File: config.mk
export PLATFORM = sky130hd
export DESIGN_NAME = instr_queue
export DESIGN_NICKNAME = d
export VERILOG_FILES = /design/src/rtl/instr_queue.sv
export SDC_FILE = /design/constraint.sdc
export NUM_CORES = 1
export LEC_CHECK = 0
export CAP_MARGIN = 5
export CORE_ASPECT_RATIO = 0.9
export CORE_MARGIN = 5
export CORE_UTILIZATION = 40
export CTS_CLUSTER_SIZE = 20
export DETAILED_ROUTE_END_ITERATION = 7
export PLACE_DENSITY = 0.7
export SKIP_LAST_GASP = 1
export SYNTH_ARGS = -nofsm -noshare
export SYNTH_HDL_FRONTEND = slang
export SYNTH_SLANG_ARGS = --single-unit
File: constraint.sdc
create_clock -name clk_i -period 5.6 [get_ports clk_i]
set_clock_uncertainty 0.1 [all_clocks]
set_input_delay 0.56 -clock clk_i [delete_from_list [all_inputs] [get_ports clk_i]]
set_output_delay 0.56 -clock clk_i [all_outputs]
set_load 0.01 [all_outputs]
File: src/rtl/instr_queue.sv
// Instruction fetch queue: a circular buffer that pairs in-order memory
// read responses with the requests that produced them and presents filled
// entries to decode. Flushes squash the queue and remember how many
// responses are still in flight so they can be dropped when they return.
// DEPTH must be a power of two and at least 2.
module instr_queue #(
  parameter int unsigned DEPTH = 4
) (
  input  logic        clk_i,
  input  logic        rst_i,
  input  logic        req_valid_i,
  input  logic [31:0] req_pc_i,
  input  logic [31:0] req_next_pc_i,
  input  logic        rsp_valid_i,
  input  logic [31:0] rsp_rdata_i,
  input  logic        flush_i,
  input  logic        ready_i,
  output logic        full_o,
  output logic        valid_o,
  output logic [31:0] instr_o,
  output logic [31:0] pc_o,
  output logic [31:0] next_pc_o
);

  localparam int unsigned IW = $clog2(DEPTH);
  localparam int unsigned PW = IW + 1;

  // Pointers carry one extra MSB so that full and empty differ on wrap-around
  typedef logic [PW-1:0] ptr_t;

  ptr_t alloc_q, alloc_d;
  ptr_t fill_q,  fill_d;
  ptr_t read_q,  read_d;
  ptr_t drop_q,  drop_d;

  logic [31:0] pc_mem    [DEPTH];
  logic [31:0] npc_mem   [DEPTH];
  logic [31:0] instr_mem [DEPTH];

  ptr_t count;
  ptr_t inflight;
  ptr_t flush_drop;
  logic alloc_en;
  logic fill_en;
  logic pop_en;

  assign count      = alloc_q - read_q;
  assign inflight   = alloc_q - fill_q;
  assign flush_drop = drop_q + inflight;

  // full_o depends on registered pointers only, so fetch never sees a combinational loop
  assign full_o    = (count == ptr_t'(DEPTH));
  assign valid_o   = !rst_i && (read_q != fill_q);
  assign instr_o   = instr_mem[read_q[IW-1:0]];
  assign pc_o      = pc_mem[read_q[IW-1:0]];
  assign next_pc_o = npc_mem[read_q[IW-1:0]];

  // A request seen while full is dropped even if decode pops this cycle
  assign alloc_en = req_valid_i && !full_o && !flush_i;
  assign fill_en  = rsp_valid_i && !flush_i && (drop_q == '0) && (fill_q != alloc_q);
  assign pop_en   = valid_o && ready_i && !flush_i;

  // Next pointer and drop-counter values; flush collapses the queue onto alloc
  always_comb begin
    alloc_d = alloc_q;
    fill_d  = fill_q;
    read_d  = read_q;
    drop_d  = drop_q;
    if (flush_i) begin
      fill_d = alloc_q;
      read_d = alloc_q;
      if (rsp_valid_i && (flush_drop != '0)) begin
        drop_d = flush_drop - ptr_t'(1);
      end else begin
        drop_d = flush_drop;
      end
    end else begin
      if (alloc_en) begin
        alloc_d = alloc_q + ptr_t'(1);
      end
      if (fill_en) begin
        fill_d = fill_q + ptr_t'(1);
      end
      if (pop_en) begin
        read_d = read_q + ptr_t'(1);
      end
      if (rsp_valid_i && (drop_q != '0)) begin
        drop_d = drop_q - ptr_t'(1);
      end
    end
  end

  // Pointer and drop-counter registers with synchronous reset
  always_ff @(posedge clk_i) begin
    if (rst_i) begin
      alloc_q <= '0;
      fill_q  <= '0;
      read_q  <= '0;
      drop_q  <= '0;
    end else begin
      alloc_q <= alloc_d;
      fill_q  <= fill_d;
      read_q  <= read_d;
      drop_q  <= drop_d;
    end
  end

  // Entry storage: addresses written on allocate, instruction word on fill
  always_ff @(posedge clk_i) begin
    if (alloc_en) begin
      pc_mem[alloc_q[IW-1:0]]  <= req_pc_i;
      npc_mem[alloc_q[IW-1:0]] <= req_next_pc_i;
    end
    if (fill_en) begin
      instr_mem[fill_q[IW-1:0]] <= rsp_rdata_i;
    end
  end

endmodule

== Word-level counts from Yosys, hierarchy flattened ==
Memory sizes are Yosys's and may differ from the RTL's. A register that Yosys moved wholly into a read port is not among the register bits.
Cells that the tools add are included.
Operators by class
  reduce and logical (&&, ||, !) cells: 20
  bitwise logic cells: 1
  equality and inequality tests: 3
  mux-type cells: 17
  add/subtract/negate cells: 8
Operators with widths (count)
  two-way mux 3 bit: 7
  two-way mux 2 bit: 6
  logical AND 1 bit: 10
  adder 3 x 1 -> 3 bit (second input constant): 3
  inequality test 3 bit: 2
  nonzero test 2 bit: 3
  nonzero test 3 bit: 2
  subtractor 3 x 1 -> 3 bit (second input constant): 2
  subtractor 3 bit: 2
  two-way mux 1 bit: 4
  adder 3 bit: 1
  == test 3 bit (second input constant): 1
  zero test 1 bit: 3
  zero test 3 bit: 1
  AND reduction 2 bit: 1
  inverter 1 bit: 1
Word-level totals
  logic and storage cells: 56
  bits in writable memories: 384
  bits in registers: 12
  memories kept: 3
  output and inout port bits: 98
Memories
  instr_mem: words 4, bits a word 32, read ports 1, clocked after Yosys merged registers in 1, write ports 1, line 38  | logic [31:0] instr_mem [DEPTH];
  npc_mem: words 4, bits a word 32, read ports 1, clocked after Yosys merged registers in 1, write ports 1, line 37  | logic [31:0] npc_mem [DEPTH];
  pc_mem: words 4, bits a word 32, read ports 1, clocked after Yosys merged registers in 1, write ports 1, line 36  | logic [31:0] pc_mem [DEPTH];

== Logic depth before layout (Yosys ltp) ==
Gate-level depths: netlist of the first run.
  depth after elaboration: 8
  gate-level depth with buffers: 14

== Least setup slack after synthesis of the first run ==
No wires, ideal clock.
  path type: register -> register
  from: register alloc_q[0]
  to: register alloc_q[2]
  path slack: 0.506 ns
  library setup time: 0.076 ns
  stages on the path, launching flop included: 7
  required time: 5.424 ns
  data arrival time: 4.918 ns
  period minus slack after synthesis: 5.094 ns
  cell sequence: dfxtp_1 > inv_1 > ha_1 > nor2b_1 > xnor2_1 > a31oi_1 > mux2_2
On the way
  word-level cells in the longest chain between the ends: 6
  elaborated cells between the ends (all ways): 7
RTL lines
  start: declaration: line 31  | ptr_t alloc_q, alloc_d;
  start signal: assignment: line 101  | alloc_q <= alloc_d;
  subtractor 3 bit: line 47  | assign count = alloc_q - read_q;
  == test 3 bit: line 52  | assign full_o = (count == ptr_t'(DEPTH));
  zero test 1 bit: line 59  | assign alloc_en = req_valid_i && !full_o && !flush_i;
  logical AND 1 bit (2 in a row): line 59
  AND reduction 2 bit (no line)
Several ways; a longest one is shown, not always the timed one.
A chain may end at the register's enable or synchronous reset.

==> run_results.csv, run 1 <==
group,metric,value,unit
pwr,combinationalPowerShare,12.7,%
worst_setup_path,critical_path.max_fanout,27,
final_layout,final_nets,975,
timing,final_hold_viol_count,0,
detailed_routing,drt_drc_violations_left,0,
timing,holdWs,425,ps
worst_setup_path,endpoint_kind,"primary output",
timing,min_period_over_period,62.9,%
global_routing,antenna_found_initial,2,
clocking,cts_setup_buffers,0,
yosys,synth_top_flop_cell,"edfxtp_1",
floorplanning,num_rows,67,
pwr,sw_share,22.0,%
floorplanning,die-height,193,um
global_routing,grtUsageTotal,14.3,%
worst_setup_path,cpMaxStageDelayCell,"dfxtp_4",
worst_setup_path,worst_setup_path_start_kind,"flip-flop",
pwr,leakage,5.96,nW
pwr,worst_ir_drop_vdd,191,uV
detailed_routing,drt.antenna.violating_nets,0,
global_routing,grt.met2_usage,21.7,%
detailed_routing,firstDrtPassIters,5,
yosys,avgSynthCellArea,23.7,um2
detailed_routing,route.vias.total,6980,
worst_setup_path,path_cells,"buf_4 > mux4_2 > clkdlybuf4s50_1",
pwr,power-per-cell-area,365,mW/mm2
floorplanning,chipWidth,214,um
global_routing,grtUsageMet1,20.2,%
yosys,postSynthCellCount,631,
worst_setup_path,worstPathRequired,4940,ps
clocking,cts.htree.levels,2,
timing,worstMarginPinSlew,1060,ps
global_routing,pin_count_of_the_biggest_net_entering_global_routing,65,
timing,timing_max_transition_violations_final,0,
yosys,ys_top_cells_by_count,"edfxtp_1 (384), mux4_2 (96), ha_1 (18)",
hold_path,hp-class,"reg2reg",
flow_run,cap_viol_max_count,0,
global_routing,use_met3,3.98,%
clocking,cts.reportedPaths.clkPinSlew,60,ps
timing,slew_headroom,29.1,%
place,port_buffers,199,
timing,grt_setup_unrepaired,"false",
clocking,ctsResizeCount,0,
worst_setup_path,critical_path_class,"reg2out",
floorplanning,starting_utilization_of_the_core_area,40.3,%
global_routing,first_global_vias,7576,
clocking,insertion_delay,540,ps
yosys,edff_count_synth,384,
clocking,hold_buffers,0,
pwr,share_seq_of_total_power,49.8,%
global_routing,gr-total-overflow,0,
yosys,total_number_of_yosys_warnings,0,
detailed_routing,drtIter0Drc,464,
detailed_routing,post_drt_via_cell_ratio,5.10,
place,place.detailed.hpwl,17200,um
yosys,ys_seq_area_share,79.0,%
yosys,synthesized_area,0.0149,mm2
yosys,synthTopCellsByArea,"edfxtp_1 (77%), mux4_2 (14%), dfxtp_1 (1.9%)",
timing,finalWorstPathRequiredPeriod,3520,ps
clocking,cts_buffers,41,
clocking,clock-root-buffer,"clkbuf_16",
place,gp_weighted_congestion,0.730,
detailed_routing,post_drt_wl_per_cell,21.4,um
clocking,clock_tree.buffer_depth,3,
detailed_routing,post_route_wl,29200,um
floorplanning,dieArea,0.0413,mm2
global_routing,wire_length_of_the_first_global_routing_pass,45400,um
final_layout,layout.core_utilization,50.7,%
yosys,post-synth-top-count-cell,"edfxtp_1",
timing,fmax,284,MHz
floorplanning,number_of_primary_i_o_pins,200,
timing,setup-tns-final,0,ps
yosys,synthesis.nets,753,
pwr,p_sw,1.51,mW
pwr,clock_power_share,37.5,%
yosys,synthDominantCellAreaShare,77.1,%
worst_setup_path,cp.arrival,2860,ps
final_layout,layout-area-overhead-vs-synth,25.8,%
floorplanning,core-area,0.0371,mm2
global_routing,grt.busiest_layer,"met2",
clocking,clkSinkCount,398,
yosys,count_of_state_elements_after_synthesis,398,
pwr,internal_power,5.35,mW
yosys,synthDominantAreaCellType,"edfxtp_1",
final_layout,drive_gt1_share,19.2,%
yosys,synth_async_sr_flop_share,0,%
yosys,post_synth_num_cell_types,35,
outcome,outcome,"finished, final reports clean",
timing,final-setup-viol-count,0,
worst_setup_path,critical_path.max_stage_delay,630,ps
clocking,cts_tree,"built",
[power groups by stage]
stage	combinational [mW]	clock [mW]	sequential (mW)
4_1_cts	0.891	2.66	3.42
5_1_grt	0.954	2.78	3.43
2_1_floorplan	0.489	0	3.45
3_3_place_gp	0.880	0	3.48
6_report	0.872	2.57	3.42
3_5_place_dp	0.886	0	3.48
[state kept, by name, summed over array words and instances (netlist names), named ones only]
signal / cells
read_q: 3
npc_mem: 128
fill_q: 3
alloc_q: 3
instr_mem: 128
pc_mem: 128
drop_q: 3
[cells by family (layout without fill, tap and decap cells)]
group / Yosys count / in the layout / share of synthesized area, %
AND/OR/NAND/NOR: 37 / 37 / 1.31
adder cells (fa/ha/maj): 20 / 20 / 1.77
other: 0 / 1 / 0
AO/OA/AOI/OAI: 19 / 19 / 1.03
flip-flops: 398 / 398 / 79.0
multiplexers: 103 / 103 / 14.9
XOR/XNOR: 14 / 14 / 0.820
buffers and inverters: 40 / 293 / 1.10
[routing by layer]
layer | share of wire (%) | routed length, um
met5 | 0.072 | 21
met3 | 7.1 | 2070
met4 | 2.0 | 578
met1 | 44 | 12900
met2 | 47 | 13700
[worst paths after layout]
path / endpoint / slack [ps] / from / depth (start not counted)
worst max-delay path: pc_o[23] / 2080 / flip-flop / 3
worst min-delay path: drop_q[0] / 430 / drop_q[0] / 2
worst min register to register: drop_q[0] / 430 / drop_q[0] / 2
worst max register to register: npc_mem[2][31] / 2490 / alloc_q[0] / 6
[final cells by class]
type	count	area [um2]
diodes	1	2.50
clock buffers	55	1130
clock inverters	19	141
fillers	2965	18300
inverters	14	52.6
multi-input cells	193	3000
flip-flops and latches	398	11800
well taps	483	604
repair buffers	205	2050
[per-stage QoR]
stage	total power, mW	area [um2]	setup slack [ps]	instances
2_1_floorplan	3.94	14900	506	631
3_3_place_gp	4.36	17500	2120	1293
3_5_place_dp	4.37	17500	2060	1293
4_1_cts	6.97	18800	1930	1367
5_1_grt	7.16	18800	1840	1367
6_report	6.86	18800	2080	1368
[cell usage in the layout, fill, tap and decap left out, types with 3 or more instances in the layout]
| master | n |
|---|---|
| edfxtp_1 | 384 |
| clkdlybuf4s50_1 | 199 |
| mux4_2 | 96 |
| clkbuf_16 | 43 |
| ha_1 | 18 |
| inv_1 | 14 |
| dfxtp_1 | 12 |
| clkbuf_1 | 11 |
| xnor2_1 | 10 |
| clkinv_1 | 9 |
| nor2_1 | 8 |
| clkinv_2 | 6 |
| mux2i_1 | 5 |
| a21oi_1 | 5 |
| buf_4 | 5 |
| nand3_1 | 4 |
| nand2b_1 | 4 |
| and3_2 | 4 |
| xor2_1 | 4 |
| nand2_1 | 4 |
| and2_4 | 3 |
| nor3_1 | 3 |
[critical path: cells and delay by family, from the launching register on]
kind	cells	cell delay, ps
multiplexers	1	570
flip-flops	1	630
buffers and inverters	2	1080
Power figures use the tool's default switching activity.
==> inputs of run 2 (changes only) <==
clock period = 3.4 ns   (was 5.6 ns; I/O delays follow)
==> run_results.csv, run 2 (synthesized netlist as in run 1, its figures left out) <==
group,metric,value,unit
worst_setup_path,critical_path_class,"reg2out",
detailed_routing,post_route_wl,29100,um
worst_setup_path,worst_setup_path_start_kind,"flip-flop",
pwr,power-per-cell-area,597,mW/mm2
final_layout,final_nets,986,
global_routing,grtUsageTotal,14.1,%
detailed_routing,post_drt_wl_per_cell,21.2,um
worst_setup_path,r2r_cells,10,
pwr,worst_ir_drop_vdd,453,uV
timing,setup-tns-final,0,ps
global_routing,pin_count_of_the_biggest_net_entering_global_routing,52,
clocking,clkSinkCount,398,
worst_setup_path,path_depth,6,
timing,timing_max_transition_violations_final,0,
clocking,clock-root-buffer,"clkbuf_16",
floorplanning,chipWidth,214,um
final_layout,layout_commonest_cell,"edfxtp_1",
worst_setup_path,path_cells,"inv_1 > ha_1 > nor2b_1 > xnor2_1 > and3_1 > clkdlybuf4s50_1",
timing,grt_setup_unrepaired,"false",
worst_setup_path,endpoint_kind,"primary output",
final_layout,drive_gt1_share,20.0,%
global_routing,antenna_found_initial,2,
floorplanning,die-height,193,um
global_routing,gr-total-overflow,0,
clocking,ctsResizeCount,0,
final_layout,antennaDiodeCount,0,
detailed_routing,drt.antenna.violating_nets,0,
worst_setup_path,cp_top_family,"buffers and inverters",
timing,worstMarginPinSlew,721,ps
worst_setup_path,cpMaxStageDelayCell,"clkdlybuf4s50_1",
floorplanning,dieArea,0.0413,mm2
place,place.detailed.hpwl,18200,um
global_routing,wire_length_of_the_first_global_routing_pass,45400,um
timing,min_period_over_period,88.6,%
clocking,cts_tree,"built",
place,gp_weighted_congestion,0.704,
flow_run,cap_viol_max_count,0,
clocking,cts_setup_buffers,0,
outcome,outcome,"finished, final reports clean",
clocking,cts_buffers,41,
timing,post-route-worst-setup-slack,386,ps
timing,final_hold_viol_count,0,
final_layout,layout-area-overhead-vs-synth,27.3,%
worst_setup_path,timing.critical_path.buf_inv,2,
worst_setup_path,worstPathRequired,2960,ps
pwr,fin_total_pwr,11.4,mW
timing,fmax,332,MHz
timing,final-setup-viol-count,0,
clocking,cts.htree.levels,2,
timing,finalWorstPathRequiredPeriod,3010,ps
place,pre_cts_ws,389,ps
detailed_routing,drtIter0Drc,411,
clocking,hold_buffers,0,
place,port_buffers,199,
floorplanning,starting_utilization_of_the_core_area,40.3,%
floorplanning,core-area,0.0371,mm2
hold_path,holdPathStages,1,
pwr,leakage,6.06,nW
hold_path,hp-class,"in2reg",
final_layout,mostFrequentLayoutCells,"edfxtp_1 (384), clkdlybuf4s50_1 (199), mux4_2 (96), clkbuf_16 (43), ha_1 (18)",
detailed_routing,route.vias.total,7049,
clocking,cts.reportedPaths.clkPinSlew,60,ps
detailed_routing,post_drt_via_cell_ratio,5.12,
timing,slew_headroom,51.9,%
worst_setup_path,critical_path.max_fanout,6,
floorplanning,num_rows,67,
worst_setup_path,critical_path.max_stage_delay,550,ps
floorplanning,number_of_primary_i_o_pins,200,
global_routing,first_global_vias,7668,
clocking,insertion_delay,520,ps
worst_setup_path,cp.arrival,2570,ps
detailed_routing,drt_drc_violations_left,0,
clocking,clock_tree.buffer_depth,3,
detailed_routing,firstDrtPassIters,4,
## run 2: changes by cell type in the layout (fill, tap and decap cells not counted)
cell,previous run,this run
buf_12,1,11
clkinvlp_4,0,1
diode_2,1,0
clkinv_1,9,4
clkbuf_1,11,12
bufinv_16,2,3
and3_2,4,0
and3_1,1,5
buf_4,5,6
## run 2: cell type report
type,instances,area (um2)
Sequential cell,398,11800
Tap cell,483,604
Clock inverter,16,160
Fill cell,2974,18000
Inverter,14,52.6
Clock buffer,56,1130
Multi-Input combinational cell,193,2990
Timing Repair Buffer,216,2260
## run 2: worst reg2reg max path: cells and delay by family (launching register included)
kind | cells | cell delay, ps
fa+ha+maj | 3 | 1100
simple gates | 2 | 540
xor+xnor | 3 | 460
flops | 1 | 430
compound gates | 1 | 160
buf+inv | 1 | 150
## run 2: layer usage
layer	part of all wire [%]	up-vias	track usage (%)
met3	6.0	50	3.51
met2	48	189	22.4
met5	0.10	-	0
li1	-	3113	-
met1	44	3693	19.9
met4	1.9	4	3.44
## run 2: path summary, 6_finish.rpt
path                                        start        endpoint  slack (ps)
worst min register to register          drop_q[0]       drop_q[0]         400
worst max register to register         alloc_q[1]       drop_q[2]         410
worst min-delay path            req_next_pc_i[26]  npc_mem[0][26]         340
worst max-delay path                   alloc_q[0]          full_o         390
## run 2: metrics by stage
step                      std cells  instance area [um2]  utilization (%)  hold WS (ps)
after floorplan                 631                15000                -           339
after global placement         1304                17700             47.8           398
final                          1376                19000             51.3           341
after detailed placement       1304                17700             47.8           394
after global routing           1376                19000             51.3           321
after CTS                      1376                19000             51.3           311
## run 2: power by group
part	internal [mW]	leakage, nW	switching [mW]
clock	2.56	0.632	1.72
combinational	0.807	1.84	0.684
sequential	5.54	3.59	0.0493
